## config.mk

```make
export PLATFORM = sky130hd
export DESIGN_NAME = snake_game_ctrl_flat
export DESIGN_NICKNAME = d
export VERILOG_FILES = /design/src/rtl/snake_pkg.sv /design/src/rtl/snake_game_ctrl_if.sv /design/src/rtl/snake_tick_gen.sv /design/src/rtl/snake_game_ctrl.sv /design/src/flat_wrapper.sv
export SDC_FILE = /design/constraint.sdc
export NUM_CORES = 1
export LEC_CHECK = 0
export CAP_MARGIN = 20
export CORE_UTILIZATION = 54
export DETAILED_ROUTE_END_ITERATION = 6
export GPL_ROUTABILITY_DRIVEN = 0
export HOLD_SLACK_MARGIN = 0.12
export PLACE_DENSITY_LB_ADDON = 0.3
export REMOVE_ABC_BUFFERS = 1
export SLEW_MARGIN = 20
export SYNTH_ARGS = -nofsm -noshare
export SYNTH_HDL_FRONTEND = slang
export SYNTH_SLANG_ARGS = --single-unit
```

## constraint.sdc

```tcl
create_clock -name CLK_100MHz -period 3.5 [get_ports CLK_100MHz]
set_clock_uncertainty 0.1 [all_clocks]
set_input_delay 0.525 -clock CLK_100MHz [delete_from_list [all_inputs] [get_ports CLK_100MHz]]
set_output_delay 0.525 -clock CLK_100MHz [all_outputs]
set_load 0.005 [all_outputs]
```

## src/rtl/snake_pkg.sv

```systemverilog
// Shared definitions for the snake game controller and playfield datapath.
package snake_pkg;

  typedef enum logic [1:0] {
    IDLE  = 2'd0,
    RUN   = 2'd1,
    PAUSE = 2'd2,
    OVER  = 2'd3
  } gameState_t;

  localparam logic [1:0] DIR_UP    = 2'd0;
  localparam logic [1:0] DIR_RIGHT = 2'd1;
  localparam logic [1:0] DIR_DOWN  = 2'd2;
  localparam logic [1:0] DIR_LEFT  = 2'd3;

  localparam int unsigned CELL_SIZE = 20;
  localparam int unsigned PERIOD_W  = 27;

  // Move period for a level: base minus level*step, floored at minTick.
  function automatic logic [PERIOD_W-1:0] movePeriod(
    input logic [2:0]  lvl,
    input int unsigned base,
    input int unsigned step,
    input int unsigned minTick
  );
    int unsigned dec;
    int unsigned per;
    dec = 32'(lvl) * step;
    if (dec > base || (base - dec) < minTick) per = minTick;
    else per = base - dec;
    return PERIOD_W'(per);
  endfunction

endpackage

```

## src/rtl/snake_game_ctrl_if.sv

```systemverilog
// Controller <-> datapath/buttons signal bundle.
interface snake_game_ctrl_if #(
  parameter int unsigned SCORE_W = 10
);
  logic               Go;
  logic               PauseBtn;
  logic [3:0]         dir_req;
  logic               gameOver;
  logic               apple_eaten;
  logic               move_tick;
  logic [1:0]         dir;
  logic               running;
  logic               game_clr;
  logic [SCORE_W-1:0] score;
  logic [2:0]         level;

  modport master (
    input  Go, PauseBtn, dir_req, gameOver, apple_eaten,
    output move_tick, dir, running, game_clr, score, level
  );

  modport slave (
    output Go, PauseBtn, dir_req, gameOver, apple_eaten,
    input  move_tick, dir, running, game_clr, score, level
  );
endinterface

```

## src/rtl/snake_tick_gen.sv

```systemverilog
// Move-period counter: counts 0..period-1 while enabled and flags the wrap.
module snake_tick_gen
  import snake_pkg::*;
(
  input  logic                CLK_100MHz,
  input  logic                Reset,
  input  logic                enable,
  input  logic                clear,
  input  logic [PERIOD_W-1:0] period,
  output logic                tick
);

  logic [PERIOD_W-1:0] count;
  logic [PERIOD_W-1:0] curPeriod;
  logic                wrap;

  // Wrap when the last count of the latched period is reached.
  always_comb begin
    wrap = enable && (count == curPeriod - 1'b1);
    tick = wrap;
  end

  // Period is latched only at clear/wrap so a level change takes effect
  // from the next wrap instead of mid-period.
  always_ff @(posedge CLK_100MHz) begin
    if (Reset) begin
      count     <= '0;
      curPeriod <= period;
    end else if (clear) begin
      count     <= '0;
      curPeriod <= period;
    end else if (wrap) begin
      count     <= '0;
      curPeriod <= period;
    end else if (enable) begin
      count     <= count + 1'b1;
    end
  end

endmodule

```

## src/rtl/snake_game_ctrl.sv

```systemverilog
// Game-flow controller: run/pause/over FSM, move strobe, direction
// arbitration, score and level keeping.
module snake_game_ctrl
  import snake_pkg::*;
#(
  parameter int unsigned TICK_BASE        = 10_000_000,
  parameter int unsigned TICK_STEP        = 1_000_000,
  parameter int unsigned MIN_TICK         = 2_000_000,
  parameter int unsigned APPLES_PER_LEVEL = 5,
  parameter int unsigned LEVEL_MAX        = 7,
  parameter int unsigned SCORE_W          = 10
) (
  input logic               CLK_100MHz,
  input logic               Reset,
  snake_game_ctrl_if.master bus
);

  localparam int unsigned APPLE_W = $clog2(APPLES_PER_LEVEL + 1);

  gameState_t          state;
  logic                goPrev;
  logic                pausePrev;
  logic [1:0]          pending;
  logic [1:0]          dirReg;
  logic [SCORE_W-1:0]  scoreReg;
  logic [2:0]          levelReg;
  logic [APPLE_W-1:0]  appleCnt;
  logic                moveTickReg;
  logic                runningReg;
  logic                gameClrReg;

  logic                goRise;
  logic                pauseRise;
  logic                tickEn;
  logic                tickClr;
  logic                wrap;
  logic                reqValid;
  logic [1:0]          reqDir;
  logic                appleHit;
  logic [PERIOD_W-1:0] curPeriod;

  // Button edges, tick control and direction request arbitration.
  always_comb begin
    goRise    = bus.Go && !goPrev;
    pauseRise = bus.PauseBtn && !pausePrev;
    // Counter is frozen on any cycle the FSM leaves RUN, so no strobe escapes.
    tickEn    = (state == RUN) && !bus.gameOver && !pauseRise;
    tickClr   = (state == IDLE) || (state == OVER);
    appleHit  = bus.apple_eaten && !bus.gameOver;
    curPeriod = movePeriod(levelReg, TICK_BASE, TICK_STEP, MIN_TICK);
    reqValid  = 1'b1;
    reqDir    = DIR_UP;
    if (bus.dir_req[0])      reqDir = DIR_UP;
    else if (bus.dir_req[1]) reqDir = DIR_RIGHT;
    else if (bus.dir_req[2]) reqDir = DIR_DOWN;
    else if (bus.dir_req[3]) reqDir = DIR_LEFT;
    else                     reqValid = 1'b0;
    if (reqDir == (dirReg ^ 2'b10)) reqValid = 1'b0;
  end

  snake_tick_gen u_tickGen (
    .CLK_100MHz (CLK_100MHz),
    .Reset      (Reset),
    .enable     (tickEn),
    .clear      (tickClr),
    .period     (curPeriod),
    .tick       (wrap)
  );

  // Game FSM with registered outputs, score/level and direction commit.
  always_ff @(posedge CLK_100MHz) begin
    if (Reset) begin
      state       <= IDLE;
      goPrev      <= 1'b1;
      pausePrev   <= 1'b1;
      pending     <= DIR_RIGHT;
      dirReg      <= DIR_RIGHT;
      scoreReg    <= '0;
      levelReg    <= '0;
      appleCnt    <= '0;
      moveTickReg <= 1'b0;
      runningReg  <= 1'b0;
      gameClrReg  <= 1'b0;
    end else begin
      goPrev      <= bus.Go;
      pausePrev   <= bus.PauseBtn;
      moveTickReg <= wrap;
      gameClrReg  <= 1'b0;
      if (wrap) dirReg <= pending;
      unique case (state)
        IDLE: begin
          if (goRise) begin
            state      <= RUN;
            runningReg <= 1'b1;
          end
        end
        RUN: begin
          if (reqValid) pending <= reqDir;
          if (appleHit) begin
            if (scoreReg != '1) scoreReg <= scoreReg + 1'b1;
            if (appleCnt == APPLE_W'(APPLES_PER_LEVEL - 1)) begin
              appleCnt <= '0;
              if (levelReg != 3'(LEVEL_MAX)) levelReg <= levelReg + 1'b1;
            end else begin
              appleCnt <= appleCnt + 1'b1;
            end
          end
          if (bus.gameOver) begin
            state      <= OVER;
            runningReg <= 1'b0;
          end else if (pauseRise) begin
            state      <= PAUSE;
            runningReg <= 1'b0;
          end
        end
        PAUSE: begin
          if (goRise || pauseRise) begin
            state      <= RUN;
            runningReg <= 1'b1;
          end
        end
        OVER: begin
          if (goRise) begin
            state      <= IDLE;
            gameClrReg <= 1'b1;
            scoreReg   <= '0;
            levelReg   <= '0;
            appleCnt   <= '0;
            dirReg     <= DIR_RIGHT;
            pending    <= DIR_RIGHT;
          end
        end
        default: state <= IDLE;
      endcase
    end
  end

  assign bus.move_tick = moveTickReg;
  assign bus.dir       = dirReg;
  assign bus.running   = runningReg;
  assign bus.game_clr  = gameClrReg;
  assign bus.score     = scoreReg;
  assign bus.level     = levelReg;

endmodule
```

## src/flat_wrapper.sv

```systemverilog
// flat-port wrapper written by rule: the top's interface ports become plain ports
module snake_game_ctrl_flat import snake_pkg::*;
#(
  parameter int unsigned TICK_BASE        = 10_000_000,
  parameter int unsigned TICK_STEP        = 1_000_000,
  parameter int unsigned MIN_TICK         = 2_000_000,
  parameter int unsigned APPLES_PER_LEVEL = 5,
  parameter int unsigned LEVEL_MAX        = 7,
  parameter int unsigned SCORE_W          = 10
)
  (CLK_100MHz, Reset, bus_Go, bus_PauseBtn, bus_dir_req, bus_gameOver, bus_apple_eaten, bus_move_tick, bus_dir, bus_running, bus_game_clr, bus_score, bus_level);
  snake_game_ctrl_if #(.SCORE_W(SCORE_W)) bus_i ();
  input logic CLK_100MHz;
  input logic Reset;
  input wire logic [$bits(bus_i.Go)-1:0] bus_Go;
  input wire logic [$bits(bus_i.PauseBtn)-1:0] bus_PauseBtn;
  input wire logic [$bits(bus_i.dir_req)-1:0] bus_dir_req;
  input wire logic [$bits(bus_i.gameOver)-1:0] bus_gameOver;
  input wire logic [$bits(bus_i.apple_eaten)-1:0] bus_apple_eaten;
  output wire logic [$bits(bus_i.move_tick)-1:0] bus_move_tick;
  output wire logic [$bits(bus_i.dir)-1:0] bus_dir;
  output wire logic [$bits(bus_i.running)-1:0] bus_running;
  output wire logic [$bits(bus_i.game_clr)-1:0] bus_game_clr;
  output wire logic [$bits(bus_i.score)-1:0] bus_score;
  output wire logic [$bits(bus_i.level)-1:0] bus_level;
  assign bus_i.Go = bus_Go;
  assign bus_i.PauseBtn = bus_PauseBtn;
  assign bus_i.dir_req = bus_dir_req;
  assign bus_i.gameOver = bus_gameOver;
  assign bus_i.apple_eaten = bus_apple_eaten;
  assign bus_move_tick = bus_i.move_tick;
  assign bus_dir = bus_i.dir;
  assign bus_running = bus_i.running;
  assign bus_game_clr = bus_i.game_clr;
  assign bus_score = bus_i.score;
  assign bus_level = bus_i.level;
  snake_game_ctrl #(.TICK_BASE(TICK_BASE), .TICK_STEP(TICK_STEP), .MIN_TICK(MIN_TICK), .APPLES_PER_LEVEL(APPLES_PER_LEVEL), .LEVEL_MAX(LEVEL_MAX), .SCORE_W(SCORE_W)) u_core (.CLK_100MHz(CLK_100MHz), .Reset(Reset), .bus(bus_i));
endmodule
```

* Word-level counts from Yosys, hierarchy flattened
Cells that the tools add are included.
** Cells by class
- Add/sub/neg operators :: 6
- Multiply operators :: 1
- Order comparisons :: 1
- Equality and inequality tests :: 17
- Multiplexer cells :: 42
- Bitwise gates (word level) :: 2
- Reduce and logical (&&, ||, !) cells :: 24
** Operators with widths (number)
- $mux W27 :: 4
- $lt A32 B21 Y1 const B :: 1
- $mux W10 :: 3
- $add A27 B1 Y27 const B :: 1
- $eq A27 B27 Y1 :: 1
- $sub A27 B1 Y27 const B :: 1
- $mux W2 :: 13
- $sub A24 B23 Y25 const A :: 1
- $pmux W10 S2 :: 1
- $mux W3 :: 6
- $mul A3 B14 Y17 const B :: 1
- $pmux W3 S2 :: 2
- $reduce_and A4 Y1 :: 3
- $add A10 B1 Y10 const B :: 1
- $mux W1 :: 10
- $ne A10 B10 Y1 const B :: 1
- $ne A2 B1 Y1 const B :: 5
- $pmux W2 S4 :: 1
- $add A3 B1 Y3 const B :: 2
- $logic_and A1 B1 Y1 :: 6
- $ne A2 B2 Y1 const B :: 3
- $reduce_and A3 Y1 :: 2
- $reduce_bool A3 Y1 :: 2
- $reduce_and A5 Y1 :: 1
- other kinds (15) :: 21
** Word-level totals
- Register bits :: 81
- Output and inout bits :: 18
- Logic and storage cells :: 106

* Longest topological paths before layout
- Depth in word-level cells :: 8
- Gate-level depth with buffers :: 12
- Gate-level depth less buffers :: 12

* Modules after synthesis
Synthesis repeated with hierarchy kept, for this count alone.
** Second synthesis, totals
- Cells, all modules :: 540
- Area total of the unflattened synthesis :: 5037.3 sq um
** By module, submodules not included
- snake_tick_gen :: times used 1, cells an instance 308, area each 3041.7 sq um, sequential area each 1351.3 sq um
- snake_game_ctrl :: times used 1, cells an instance 232, area each 1995.7 sq um, sequential area each 540.5 sq um

* Worst setup path before layout
No wires, ideal clock.
- Path type :: reg-to-reg
- From :: register u_core.levelReg[0], in the netlist u_core.bus.level[0]
- To :: register u_core.u_tickGen.curPeriod[18], data pin
- Arrival :: 2.913 ns
- Data required time :: 3.135 ns
- Slack :: 0.222 ns
- Stages on the path, launching flop included :: 12
- Buffers on the path :: 0
- Clock period less this slack :: 3.278 ns
- Cells stage by stage :: dfxtp_1 inv_1 ha_1 ha_1 inv_1 fa_1 nand3_1 a21o_1 xor2_1 or3_1 o21ai_1 nand2_1
** On the way
- Word-level cells in the longest chain between the ends :: 7
** RTL lines
- start, declared :: RTL line snake_game_ctrl.sv:26 : logic [2:0] levelReg;
- start signal, assigned :: RTL line snake_game_ctrl.sv:103 : if (levelReg != 3'(LEVEL_MAX)) levelReg <= levelReg + 1'b1;
- $mul A3 B14 Y17 (*) :: RTL line snake_pkg.sv:28 : dec = 32'(lvl) * step;
- $sub A24 B23 Y25 (*) :: RTL line snake_pkg.sv:29, snake_pkg.sv:30
- $lt A32 B21 Y1 :: RTL line snake_pkg.sv:29 : if (dec > base || (base - dec) < minTick) per = minTick;
- $mux W27 (*) :: RTL line snake_pkg.sv:29
- $mux W27 :: RTL line snake_tick_gen.sv:32 : end else if (wrap) begin
- $mux W27 :: RTL line snake_tick_gen.sv:29 : end else if (clear) begin
- $mux W27 (*) :: RTL line snake_tick_gen.sv:26 : if (Reset) begin
- end signal, assigned :: RTL line snake_tick_gen.sv:28 : curPeriod <= period;
- end signal, assigned :: RTL line snake_tick_gen.sv:31 : curPeriod <= period;
- end signal, assigned :: RTL line snake_tick_gen.sv:34 : curPeriod <= period;
- end, declared :: RTL line snake_tick_gen.sv:14 : logic [PERIOD_W-1:0] curPeriod;
Every way passes the cells marked *; elsewhere a longest branch is shown, timed or not. The select of a mux whose other input is x is not followed.
A chain may end at the register's enable or synchronous reset.

* Final worst setup path
- From :: register u_core.levelReg[1], in the netlist u_core.bus.level[1]
- To :: register u_core.u_tickGen.curPeriod[10], data pin
Same word-level chain as after synthesis.

==> summary.md <==
| Metric | Value |
|---|---|
| Most common cell in the netlist | nor2_1 |
| Setup Fix Bufs, Post-CTS | 0 |
| Clock transition at path regs | around 0.080 ns |
| FMAX | 0.309 GHz |
| Vias in the first global route | approximately 3300 |
| FF-to-FF path depth | 11 |
| Finished Layout Cells | between 600 and 700 |
| Startpoint Class | register |
| Clock tree sinks | between 60 and 70 |
| Post-DP HPWL | slightly above 6000 um |
| Post-synth EDFFs | 14 |
| Distinct cell type count after synthesis | between 50 and 60 |
| FF-to-FF Start | u_core.bus.level[1]$_SDFFE_PP0P_ |
| Multi-input gate area | approximately 2500 um2 |
| R2R setup slack | about 0.27 ns |
| Routed WL | 8310 um |
| IR drop worst, VDD | about 0.37 mV |
| Status | completed |
| Fin Setup TNS | 0 ns |
| Residual DRC | 0 |
| IO buf count | 27 |
| CP max-delay cell | fa_1 |
| Max FO, Critical Path | 8 |
| Post-synth top area cell | dfxtp_1 |
| Critical Path AT | approximately 3.2 ns |
| Die width | 90.1 um |
| Top cells by count, synth | nor2_1, dfxtp_1, xnor2_1, nand2_1, xor2_1 |
| Relative slew slack | between 50% and 60% |
| Worst slew pin tran | roughly 0.72 ns |
| Inst Count DP | 601 |
| Pre-antenna DRT Iters | 4 |
| Vias/cell | ~5.5 |
| Crit path cell chain | inv_1 > ha_1 > ha_1 > inv_1 > fa_1 > nand3_1 > a21o_1 > xor2_1 > or3_1 > o21ai_2 > nand2_1 |
| Seq cells post-synth | 68 |
| Max Cap Viol | 0 |
| Top Ports | 28 |
| Static leakage | about 1.7 nW |
| Register Area | 1500 um2 |
| Gr usage total | around 22% |
| Final Max Slew Viols | 0 |
| Via Count | approximately 3400 |
| Fin area | 4840 um2 |
| Synth area leaders | dfxtp_1, edfxtp_1, xnor2_1 |
| Gate Count Post-Synth | roughly 470 |
| Final hold slack | between 0.3 and 0.4 ns |
| Synth top area share | between 20% and 30% |
| DRT iter0 DRCs | 73 |
| Core footprint | roughly 7400 um2 |
| H-tree depth | 3 |
| Initial Utilization | approximately 57% |
| Ant. Diodes | 0 |
| FP Rows | 31 |
| WP data required | between 3 and 4 ns |
| Filler cells | around 630 |
| WL/cell | approximately 13 um |
| Fin util | 65.7% |
| Initial antenna violation count | 0 |
| Area growth from synthesis to layout | 15.5% |
| Final nets | ~550 |
| Critical Path Max Stage Delay | roughly 0.51 ns |
| CTS Buf Count | 9 |
| Pin count of the biggest net entering global routing | 27 |
| Worst skew pair latency | approximately 0.35 ns |
| CTS tree | yes |
| Final Hold Fails | 0 |
| Post-CTS sizing | 0 |
| Synth warnings | 0 |
| Antenna viol nets, final | 0 |
| Worst setup EP type | register |
| Syn Area/Cell | slightly below 9 um2 |
| Fin crit period | ~3.2 ns |
| Hold buffer count at CTS | 0 |
| WS Path Type | register to register |
| HP Start | u_core.bus.running$_SDFFE_PP0P_ |
| Placed inst area | 4590 um2 |
| PwrDens | just under 600 nW/um2 |
| WHS Path Cells | 2 |
| Share of cells above drive strength 1 | ~11% |
| Synth async-reset ratio | 0% |
| Grt ovf | 0 |
| Capture point of the worst reg-to-reg path | u_core.u_tickGen.curPeriod[10]$_SDFFCE_PN1P_ |
| Root Buffer | clkbuf_8 |
| Ys flop type | dfxtp_1 |
| Min-Delay Path Class | register to register |
| Longest Clk Path Bufs | 2 |
| Hold endpoint | u_core.bus.running$_SDFFE_PP0P_ |
| Die Ht | approximately 90 um |
| RSZ-0062 raised after global routing | false |
| Tcrit/Tclk final | 92.3% |
| Final setup fails | 0 |
| Synthesized area | around 4200 um2 |
| Die Footprint | a little over 8000 um2 |
| First-pass GRT wire length | 14500 um |
| Post-synthesis sequential area ratio | around 36% |
## worst max-delay path, delay by kind of cell, from the launching register on
| kind | cells | cell delay (ns) |
|---|---|---|
| adders and majority gates | 3 | 1.06 |
| xor gates and xnor gates | 1 | 0.15 |
| DFF | 1 | 0.39 |
| and+or+nand+nor | 3 | 0.61 |
| AOI/OAI and AO/OA | 2 | 0.46 |
| buffers and inverters | 2 | 0.19 |
## kinds of logic after synthesis
group,Yosys count,share of synthesized area (%)
AOI/OAI and AO/OA,70,10.9
DFF,68,35.8
adders and majority gates,26,8.30
and+or+nand+nor,204,25.8
muxes,9,2.18
buffers and inverters,35,4.24
xor gates and xnor gates,61,12.7
## stage by stage
stage          worst slack [ns]  power (mW)
2_1_floorplan            -0.114        1.78
3_3_place_gp              0.171        2.02
3_5_place_dp             0.0965        2.06
4_1_cts                  0.0715        2.81
5_1_grt                  0.0350        2.98
6_report                  0.269        2.80
## routing by layer
metal / track usage (%) / vias to the layer above / wire length (um)
met4: 5.65 / 0 / 79
li1: - / 1720 / -
met5: 0 / - / 0
met2: 38.1 / 39 / 4010
met3: 5.33 / 7 / 256
met1: 26.8 / 1601 / 3970
## worst max path at each step
stage,start,endpoint,slack (ns)
final,u_core.bus.level[1]$_SDFFE_PP0P_,u_core.u_tickGen.curPeriod[10]$_SDFFCE_PN1P_,0.27
after global routing,u_core.bus.level[1]$_SDFFE_PP0P_,u_core.u_tickGen.curPeriod[10]$_SDFFCE_PN1P_,0.03
after CTS,u_core.bus.level[1]$_SDFFE_PP0P_,u_core.u_tickGen.curPeriod[10]$_SDFFCE_PN1P_,0.07
after detailed placement,u_core.bus.level[1]$_SDFFE_PP0P_,u_core.u_tickGen.curPeriod[10]$_SDFFCE_PN1P_,0.1
after global placement,bus_gameOver,u_core.u_tickGen.curPeriod[23]$_SDFFCE_PN0P_,0.17
after floorplan,u_core.u_tickGen.curPeriod[11]$_SDFFCE_PN0P_,u_core.u_tickGen.curPeriod[10]$_SDFFCE_PN1P_,-0.11
## sequential cells by signal, indices dropped and copies added (netlist names)
register                    flops
u_core.bus.score               10
u_core.bus.move_tick            1
u_core.goPrev                   1
u_core.appleCnt                 3
u_core.bus.dir                  2
u_core.bus.running              1
u_core.bus.game_clr             1
u_core.state                    2
u_core.u_tickGen.count         27
u_core.pending                  2
u_core.u_tickGen.curPeriod     14
u_core.bus.level                3
u_core.pausePrev                1
## placed cells by master (no fill, tap or decap), types with 6 or more instances in the layout
cell type | netlist | routed
nand2_1 | 32 | 32
xnor2_1 | 34 | 34
clkbuf_8 | 3 | 9
o21ai_0 | 17 | 17
and3_1 | 7 | 7
nor4_1 | 8 | 7
inv_1 | 25 | 25
edfxtp_1 | 14 | 14
or2_2 | 6 | 6
mux2i_1 | 8 | 8
ha_1 | 23 | 23
nand2b_1 | 6 | 6
and2_1 | 7 | 7
nor3_1 | 12 | 12
xor2_1 | 27 | 27
nand3_1 | 18 | 18
buf_4 | 0 | 12
clkdlybuf4s50_1 | 0 | 27
nor2_1 | 61 | 61
dfxtp_1 | 54 | 52
nand4_1 | 11 | 11
a21oi_1 | 26 | 26
or3_1 | 6 | 6
## layout make-up
| cell class | count | area share (%) |
|---|---|---|
| well taps | 99 | 2.56 |
| repair buffers | 39 | 7.44 |
| multi-input cells | 370 | 52.1 |
| flip-flops and latches | 68 | 31.1 |
| clock inverters | 5 | 1.29 |
| inverters | 25 | 1.94 |
| clock buffers | 11 | 3.59 |
## report_power, final
part | switching, mW | internal, mW | total (mW)
Clock | 0.328 | 0.421 | 0.748
Sequential | 0.118 | 0.942 | 1.06
Combinational | 0.557 | 0.438 | 0.995
Total | 1.00 | 1.80 | 2.80
Note: power is estimated with default switching activity, not from simulation.
